File: src/rtl/hazard_scoreboard.sv
// hazard_scoreboard: RAW interlock for the scalar/vector pipeline.
// Per-register 2-bit pending-writer counters for both banks drive
// combinational stall/bubble outputs; a small FSM sequences the one-cycle
// IF/ID flush after a taken branch issues. Saturating stall/flush counters.
module hazard_scoreboard #(
  parameter int CNT_W = 32
) (
  input  logic             clk,
  input  logic             rst,
  input  logic             id_valid,
  input  logic [4:0]       id_rn,
  input  logic [4:0]       id_rm,
  input  logic             id_use_rn,
  input  logic             id_use_rm,
  input  logic [4:0]       id_vn,
  input  logic [4:0]       id_vm,
  input  logic             id_use_vn,
  input  logic             id_use_vm,
  input  logic [4:0]       id_rd,
  input  logic [4:0]       id_vd,
  input  logic             id_wr_s,
  input  logic             id_wr_v,
  input  logic             id_br_taken,
  input  logic             wb_we,
  input  logic [4:0]       wb_rd,
  input  logic [4:0]       wb_vd,
  input  logic             wb_wr_s,
  input  logic             wb_wr_v,
  output logic             stall_if,
  output logic             stall_id,
  output logic             bubble_ex,
  output logic             flush_id,
  output logic             issue,
  output logic [31:0]      busy_s,
  output logic [31:0]      busy_v,
  output logic [CNT_W-1:0] stall_cycles,
  output logic [CNT_W-1:0] flush_cycles
);

  typedef enum logic [1:0] {
    RUN   = 2'd0,
    STALL = 2'd1,
    FLUSH = 2'd2
  } state_t;

  state_t state_q, state_d;

  logic             hazard;
  logic             flush_active;
  logic             inc_s_en, inc_v_en, dec_s_en, dec_v_en;
  logic [CNT_W-1:0] stall_cycles_q, stall_cycles_d;
  logic [CNT_W-1:0] flush_cycles_q, flush_cycles_d;

  // Next value of one pending-writer counter: simultaneous inc/dec cancel,
  // increment saturates at 3, decrement of an empty counter stays at 0.
  function automatic logic [1:0] next_cnt(input logic [1:0] cnt,
                                          input logic       inc,
                                          input logic       dec);
    logic [1:0] res;
    res = cnt;
    if (inc && !dec) begin
      res = (cnt == 2'd3) ? 2'd3 : cnt + 2'd1;
    end else if (dec && !inc) begin
      res = (cnt == 2'd0) ? 2'd0 : cnt - 2'd1;
    end
    return res;
  endfunction

  assign inc_s_en = issue & id_wr_s;
  assign inc_v_en = issue & id_wr_v;
  assign dec_s_en = wb_we & wb_wr_s;
  assign dec_v_en = wb_we & wb_wr_v;

  genvar gi;
  generate
    for (gi = 0; gi < 32; gi++) begin : g_reg
      logic [1:0] cnt_s_q, cnt_s_d;
      logic [1:0] cnt_v_q, cnt_v_d;

      // Per-register counter next-state for both banks.
      always_comb begin
        cnt_s_d = next_cnt(cnt_s_q,
                           inc_s_en && (id_rd == 5'(gi)),
                           dec_s_en && (wb_rd == 5'(gi)));
        cnt_v_d = next_cnt(cnt_v_q,
                           inc_v_en && (id_vd == 5'(gi)),
                           dec_v_en && (wb_vd == 5'(gi)));
      end

      // Counter registers; reset discards every in-flight writer.
      always_ff @(posedge clk) begin
        if (rst) begin
          cnt_s_q <= 2'd0;
          cnt_v_q <= 2'd0;
        end else begin
          cnt_s_q <= cnt_s_d;
          cnt_v_q <= cnt_v_d;
        end
      end

      assign busy_s[gi] = (cnt_s_q != 2'd0);
      assign busy_v[gi] = (cnt_v_q != 2'd0);
    end
  endgenerate

  // Source-versus-pending-write check; WB writes are not bypassed, so a
  // register stays busy until its counter actually drops.
  always_comb begin
    hazard = id_valid & ((id_use_rn & busy_s[id_rn]) |
                         (id_use_rm & busy_s[id_rm]) |
                         (id_use_vn & busy_v[id_vn]) |
                         (id_use_vm & busy_v[id_vm]));
  end

  // Interlock FSM: stall outputs follow the hazard combinationally; the
  // flush cycle discards the wrong-path instruction in ID and overrides stall.
  always_comb begin
    state_d      = RUN;
    stall_if     = 1'b0;
    stall_id     = 1'b0;
    bubble_ex    = 1'b0;
    flush_id     = 1'b0;
    flush_active = (state_q == FLUSH);
    issue        = id_valid & ~hazard & ~flush_active;

    case (state_q)
      FLUSH: begin
        flush_id = 1'b1;
      end
      default: begin
        stall_if  = hazard;
        stall_id  = hazard;
        bubble_ex = hazard;
      end
    endcase

    if (issue && id_br_taken) begin
      state_d = FLUSH;
    end else if (hazard && !flush_active) begin
      state_d = STALL;
    end else begin
      state_d = RUN;
    end
  end

  // Saturating performance counter next values.
  always_comb begin
    stall_cycles_d = stall_cycles_q;
    flush_cycles_d = flush_cycles_q;
    if (stall_id && !(&stall_cycles_q)) begin
      stall_cycles_d = stall_cycles_q + 1'b1;
    end
    if (flush_id && !(&flush_cycles_q)) begin
      flush_cycles_d = flush_cycles_q + 1'b1;
    end
  end

  // FSM state and performance counter registers.
  always_ff @(posedge clk) begin
    if (rst) begin
      state_q        <= RUN;
      stall_cycles_q <= '0;
      flush_cycles_q <= '0;
    end else begin
      state_q        <= state_d;
      stall_cycles_q <= stall_cycles_d;
      flush_cycles_q <= flush_cycles_d;
    end
  end

  assign stall_cycles = stall_cycles_q;
  assign flush_cycles = flush_cycles_q;

endmodule

File: config.mk
export PLATFORM = sky130hd
export DESIGN_NAME = hazard_scoreboard
export DESIGN_NICKNAME = d
export VERILOG_FILES = /design/src/rtl/hazard_scoreboard.sv
export SDC_FILE = /design/constraint.sdc
export NUM_CORES = 1
export LEC_CHECK = 0
export BUFFER_PORTS_ARGS = -buffer_cell sky130_fd_sc_hd__buf_2
export CAP_MARGIN = 10
export CORE_MARGIN = 2
export CORE_UTILIZATION = 63
export CTS_CLUSTER_DIAMETER = 100
export CTS_CLUSTER_SIZE = 20
export DETAILED_ROUTE_END_ITERATION = 7
export PLACE_DENSITY = 0.87
export SLEW_MARGIN = 20
export SYNTH_ARGS = -nofsm -noshare
export SYNTH_HDL_FRONTEND = slang
export SYNTH_SLANG_ARGS = --single-unit
File: constraint.sdc
create_clock -name clk -period 13.45 [get_ports clk]
set_clock_uncertainty 0.05 [all_clocks]
set_input_delay 4.035 -clock clk [delete_from_list [all_inputs] [get_ports clk]]
set_output_delay 4.035 -clock clk [all_outputs]
set_load 0.01 [all_outputs]
==> summary.txt, run 1 <==
Power and ir drop
  • Pleak: 5.352 nW
  • Cell Pwr Density: about 88 mW/mm^2
  • Max VDD drop: 0.09752 mV

Critical path
  • Worst path bufs/invs: 5
  • Crit-path max FO: 49
  • Worst flop-to-flop path startpoint: g_reg[23].cnt_v_q[1]
  • Critical path launch point type: input pin
  • Worst Setup End Kind: primary output
  • Crit path required time: 9360 ps
  • WP data arrival: approximately 6700 ps
  • CP max stage delay: roughly 500 ps
  • CP max-delay cell: mux4_2
  • CP Launch Point: id_vm[0]
  • Crit path cell chain: buf_2 -> inv_2 -> mux4_2 -> and3_1 -> a2111o_1 -> nor4_4 -> a21o_1 -> buf_4 -> inv_2 -> buf_2
  • Critical path class: in2out
  • Top delay family on crit path: buffers and inverters

Placement
  • PortBufs: approximately 190
  • Detailed placement HPWL: around 26000 um
  • Gpl congestion: ~1.0

Routing
  • Post-DR vias/cell: about 6.3
  • DR pass1 iterations: 6
  • DRC Markers: 0
  • DRT iter0 DRCs: between 1000 and 1500
  • DR WL/cell: roughly 17 um
  • WL final: around 35000 um
  • Antenna-violating nets left: 0
  • Vias post-DR: around 13000

Yosys
  • Post-synth top area cell: dfxtp_1
  • Synth top cells by count: o21ai_0, dfxtp_1, a21oi_1
  • Seq/Total Area, Yosys: 0.3142
  • Yosys cell types: 64
  • Area contributors post-synth: dfxtp_1, o21ai_0, a21oi_1, ha_1, nor2b_1
  • Prevailing post-synth register cell: dfxtp_1
  • Mapped cell area: between 0.01 and 0.015 mm^2
  • Syn Nets: about 1700
  • Cell count after synthesis: approximately 1600
  • Number of enable flip-flop cells after synthesis: 0
  • Synth top area share: 0.3142
  • YS warnings: 0
  • Fraction of registers with async set/reset: 0
  • Register bit total from synthesis: 194
  • Avg Cell Area, Syn: about 7.7 um^2
  • Top-count cell post-synth: o21ai_0

Floorplanning
  • Die width: around 140 um
  • Die area: 0.02076 mm^2
  • Initial Util: 0.6394
  • CORE AREA: around 0.019 mm^2
  • IO Pins: between 150 and 200
  • Die Y: between 100 and 150 um
  • Row count: 51

STA
  • Fmax: 92.34 MHz
  • Final setup fails: 0
  • Fin. Hold Viols: 0
  • Max transition margin: 0.2700
  • Final slew viol count: 0
  • Worst-margin pin slew: roughly 1100 ps
  • Crit path time final: approximately 11000 ps
  • Post-Route Setup TNS: 0 ps
  • RSZ-0062 raised after global routing: false
  • Fin crit share: 0.8051

Layout
  • Share of cells above drive strength 1: 0.1563
  • Final core utilization: 0.7220
  • Multi-input combinational cell area: ~0.0077 mm^2
  • Area delta synth->final: 12.92%
  • Fillcell total: 1549
  • Final nets: between 1500 and 2000
  • Register area: about 0.004 mm^2

Hold path
  • Worst hold start: g_reg[23].cnt_s_q[0]
  • Tightest Hold Check Type: reg2reg

Global routing
  • Aggregate global-route resource usage: 0.3331
  • Met3 Use GR: 0.06126
  • Largest net degree at the start of global routing: ~110
  • Number of global-route vias before repair: about 11000
  • Grt ovf: 0
  • First-pass GRT wire length: approximately 56000 um
  • Initial antenna violation count: 1
  • M1 GR Usage: 0.4427
  • Gr busiest metal: met2
  • Met2 Usage GRT: 0.5256

Clock network
  • Post-CTS setup buffers: 0
  • Clock Sink Count: 194
  • CTS hold repair buffers: 0
  • Worst skew pair latency: roughly 440 ps
  • Total CTS buffers: 17
  • Post-CTS sizing: 0
  • CTS tree: built
  • Clk root buf: clkbuf_16
  • Depth of the CTS H-tree: 4
  • CTS clk-pin slew, worst paths: roughly 80 ps
  • Clock tree buffer depth: 2

Run status
  • Run status: finished clean

Flow run
  • Max Cap Viol: 0
-- tightest hold or removal path, cell delays in order, from the launching register on --
cell     delay (ps)
dfxtp_1         320
o21ai_0          70
a21oi_1          60
-- sequential cells by signal (all words and copies together), names as in the netlist --
name          cells
stall_cycles     32
g.cnt_s_q        64
g.cnt_v_q        64
flush_cycles     32
state_q           2
-- path summary, 6_finish.rpt --
kind,endpoint,cells after the start,slack (ps)
max,stall_id,10,2620
min,g_reg[23].cnt_s_q[1],2,440
max reg2reg,g_reg[29].cnt_v_q[1],13,9230
min reg2reg,g_reg[23].cnt_s_q[1],2,440
-- layer usage --
| layer | up-vias | part of all wire |
|---|---|---|
| met2 | 609 | 0.46 |
| met1 | 5912 | 0.41 |
| li1 | 6186 | - |
| met4 | 2 | 0.038 |
| met5 | - | 0.00037 |
| met3 | 108 | 0.093 |
-- report_power, final --
part | internal (W) | switching [W] | total, W | leakage, nW
clock network | 0.000288 | 0.000245 | 0.000533 | 0.294
registers | 0.000577 | 0.00000328 | 0.000581 | 1.56
logic | 0.0000318 | 0.0000766 | 0.000108 | 3.50
total | 0.000897 | 0.000325 | 0.00122 | 5.35
-- cell usage in the layout, fill, tap and decap left out, types with 4 or more instances in the layout --
cell         n
mux2_2       6
nor4_1      53
nand3b_1     4
a21oi_1    165
buf_4        5
nand2b_1     4
mux2_1      11
and4_1       4
a2111oi_0   14
or3_1       17
a211oi_1     7
mux4_2      12
nor3b_1      7
nor2_1     109
inv_1      118
or2_2       29
nand4_1     20
ha_1        66
dfxtp_1    194
clkbuf_16   17
o21ai_0    209
nand2_1     88
or4_1       18
o31ai_1     14
nand3_1     49
and3_1      12
and2_1      15
or2_1        5
o2111ai_1    4
xor2_1      12
a221oi_1    64
nor3_1      57
nor2b_1    101
buf_2      184
xnor2_1     10
-- area by class of cell --
class                      count  share of cell area
clock inverter                12             0.01031
sequential                   194              0.2782
clock buffer                  19             0.03245
inverter                     120             0.03227
multi-input combinational   1225              0.5534
timing repair buffer         190             0.06946
antenna                        1           0.0001793
tap                          265             0.02375
-- through the flow --
stage / worst slack [ps] / area (um^2) / power, W / hold WS (ps) / instances
after floorplan: 3232 / 12360 / 0.0006638 / 407.8 / 1612
after global placement: 2760 / 13360 / 0.0006959 / 416.6 / 1994
after detailed placement: 2695 / 13360 / 0.0006982 / 433.5 / 1994
after CTS: 2643 / 13960 / 0.001220 / 439.6 / 2025
after global routing: 2486 / 13960 / 0.001257 / 465.5 / 2025
final: 2621 / 13960 / 0.001222 / 436.1 / 2026
-- cells by family after synthesis --
kind of cell | synth area share
adders and majority gates | 0.06680
DFF | 0.3142
xor gates and xnor gates | 0.01559
and+or+nand+nor | 0.2677
buffers and inverters | 0.06093
AOI/OAI and AO/OA | 0.2350
muxes | 0.03978
(Power assumes the default switching activity.)
==> run 2, diff against run 1 <==
--- a/config.mk
+++ b/config.mk
@@ -8,11 +8,11 @@
 export BUFFER_PORTS_ARGS = -buffer_cell sky130_fd_sc_hd__buf_2
 export CAP_MARGIN = 10
 export CORE_MARGIN = 2
-export CORE_UTILIZATION = 63
+export CORE_UTILIZATION = 58
 export CTS_CLUSTER_DIAMETER = 100
 export CTS_CLUSTER_SIZE = 20
 export DETAILED_ROUTE_END_ITERATION = 7
-export PLACE_DENSITY = 0.87
+export PLACE_DENSITY = 0.81
 export SLEW_MARGIN = 20
 export SYNTH_ARGS = -nofsm -noshare
 export SYNTH_HDL_FRONTEND = slang
==> constraint.sdc (replaced) <==
create_clock -name clk -period 10.3 [get_ports clk]
set_clock_uncertainty 0.05 [all_clocks]
set_input_delay 3.09 -clock clk [delete_from_list [all_inputs] [get_ports clk]]
set_output_delay 3.09 -clock clk [all_outputs]
set_load 0.01 [all_outputs]
==> summary.txt, run 2 (synthesis gave the netlist of run 1 again) <==
Floorplanning
  • Initial Util: 0.5899
  • IO Pins: about 190
  • Row count: between 50 and 60
  • Die area: ~0.022 mm^2
  • CORE AREA: 0.02096 mm^2
  • Die Y: between 100 and 150 um
  • Die width: around 150 um

Layout
  • Area delta synth->final: 13.21%
  • Most common cell after layout, fill and taps aside: o21ai_0
  • Share of cells above drive strength 1: 0.1567
  • Design area: around 0.014 mm^2
  • Largest regs: g.cnt_s_q: 64 flops, g.cnt_v_q: 64 flops
  • Final nets: ~1900
  • Final core utilization: 0.6678
  • Fillcell total: approximately 1800
  • ANT cells: 0
  • Non-Filler Instances: approximately 2000
  • Most frequent cells in the layout: o21ai_0, dfxtp_1, buf_2

Global routing
  • Initial antenna violation count: 1
  • Number of global-route vias before repair: ~12000
  • Aggregate global-route resource usage: 0.3127
  • Largest net degree at the start of global routing: about 110
  • Grt ovf: 0
  • First-pass GRT wire length: about 57000 um

Clock network
  • Depth of the CTS H-tree: 4
  • Total CTS buffers: 17
  • Clock Sink Count: 194
  • CTS tree: built
  • CTS clk-pin slew, worst paths: around 80 ps
  • CTS hold repair buffers: 0
  • Clock tree buffer depth: 2
  • Post-CTS setup buffers: 0
  • Clk root buf: clkbuf_16
  • Post-CTS sizing: 0
  • Worst skew pair latency: roughly 450 ps

Routing
  • Post-DR vias/cell: roughly 6.3
  • Antenna-violating nets left: 0
  • WL final: about 35000 um
  • DRT iter0 DRCs: 1092
  • DR WL/cell: 17.36 um
  • Vias post-DR: 12840
  • DRC Markers: 0
  • DR pass1 iterations: 5

STA
  • Max transition margin: 0.2728
  • Post-Route Setup TNS: 0 ps
  • Worst-margin pin slew: 1091 ps
  • Fin. Hold Viols: 0
  • Crit path time final: 8508 ps
  • Fmax: around 120 MHz
  • Fin crit share: 0.8260
  • RSZ-0062 raised after global routing: false
  • Final setup fails: 0
  • Final slew viol count: 0

Power and ir drop
  • Max VDD drop: ~0.11 mV
  • NetSw: ~0.00046 W
  • Cell Pwr Density: roughly 110 mW/mm^2
  • Sequential power share: 0.476
  • Pleak: 5.358 nW
  • Net Sw Frac: 0.2913
  • Gate power share: 0.088
  • Clock share of power: 0.436
  • Int Power: approximately 0.0011 W

Flow run
  • Max Cap Viol: 0

Critical path
  • Worst flop-to-flop path startpoint: g_reg[23].cnt_v_q[1]
  • Worst Setup End Kind: primary output
  • Crit-path max FO: 12
  • Crit path required time: between 7000 and 8000 ps
  • RR Endpoint: g_reg[17].cnt_s_q[1]
  • WP data arrival: ~5400 ps
  • CP max stage delay: around 720 ps
  • Critical path class: in2out
  • Cell depth of the worst flop-to-flop path: 13
  • CP max-delay cell: a2111oi_0
  • Critical path launch point type: input pin
  • R2R Setup Slk: ~6200 ps
  • Crit path cell chain: buf_2 -> or4b_1 -> a2111oi_0 -> nor4_1 -> nand3_1 -> nor4_1 -> a21o_1 -> inv_2 -> buf_2

Placement
  • DP Area: about 0.013 mm^2
  • Cells after DPL: around 2000
  • Gpl congestion: roughly 1.0
  • PortBufs: between 150 and 200
  • Detailed placement HPWL: 25680 um

Hold path
  • Worst hold start: g_reg[18].cnt_v_q[0]
  • Min-Delay Path Depth: 2
  • Tightest Hold Check Type: reg2reg
  • Hold Path Sink: g_reg[18].cnt_v_q[1]

Run status
  • Run status: finished clean
run 2: final cells by class:
type,instances,area (um^2),share of cell area
Clock buffer,17,425.4,0.03040
Clock inverter,15,196.4,0.01404
Inverter,120,450.4,0.03219
Multi-Input combinational cell,1225,7725,0.5520
Sequential cell,194,3884,0.2775
Tap cell,275,344.1,0.02459
Timing Repair Buffer,190,969.7,0.06929
run 2: worst max path at each step:
stage	from	cells after the start	slack [ps]	endpoint
2_1_floorplan	id_vn[1]	8	1970	stall_id
5_1_grt	id_rm[2]	9	1670	stall_if
6_report	id_rm[2]	9	1790	stall_if
4_1_cts	id_vm[0]	9	1780	stall_id
3_5_place_dp	id_vm[0]	9	1820	stall_id
3_3_place_gp	id_vm[0]	9	1840	stall_id
run 2: worst max-delay path: cells and delay by family:
kind                   cells  cell delay [ps]
AND/OR/NAND/NOR            4              840
AO/OA/AOI/OAI              2              950
buffers and inverters      3              470
run 2: power by group through the flow:
stage	clock, W	combinational [W]	sequential [W]
global route	0.000737	0.000153	0.000759
finish	0.000696	0.000141	0.000758
global placement	0	0.000133	0.000776
floorplan	0	0.0000917	0.000775
CTS	0.000705	0.000137	0.000758
detailed placement	0	0.000136	0.000776
run 2: stage by stage:
| stage | hold WS [ps] | total power (W) | setup slack (ps) |
|---|---|---|---|
| floorplan | 407.8 | 0.0008668 | 1972 |
| global placement | 415.7 | 0.0009092 | 1839 |
| detailed placement | 419.8 | 0.0009119 | 1819 |
| CTS | 429.3 | 0.001601 | 1776 |
| global route | 458.3 | 0.001648 | 1669 |
| finish | 428.0 | 0.001595 | 1792 |
run 2: routing by layer:
layer	up-vias	global-route usage	share of wire
li1	6203	-	-
met1	5920	0.4061	0.41
met2	597	0.4868	0.45
met3	116	0.08079	0.097
met4	0	0.1439	0.042
met5	-	0	0
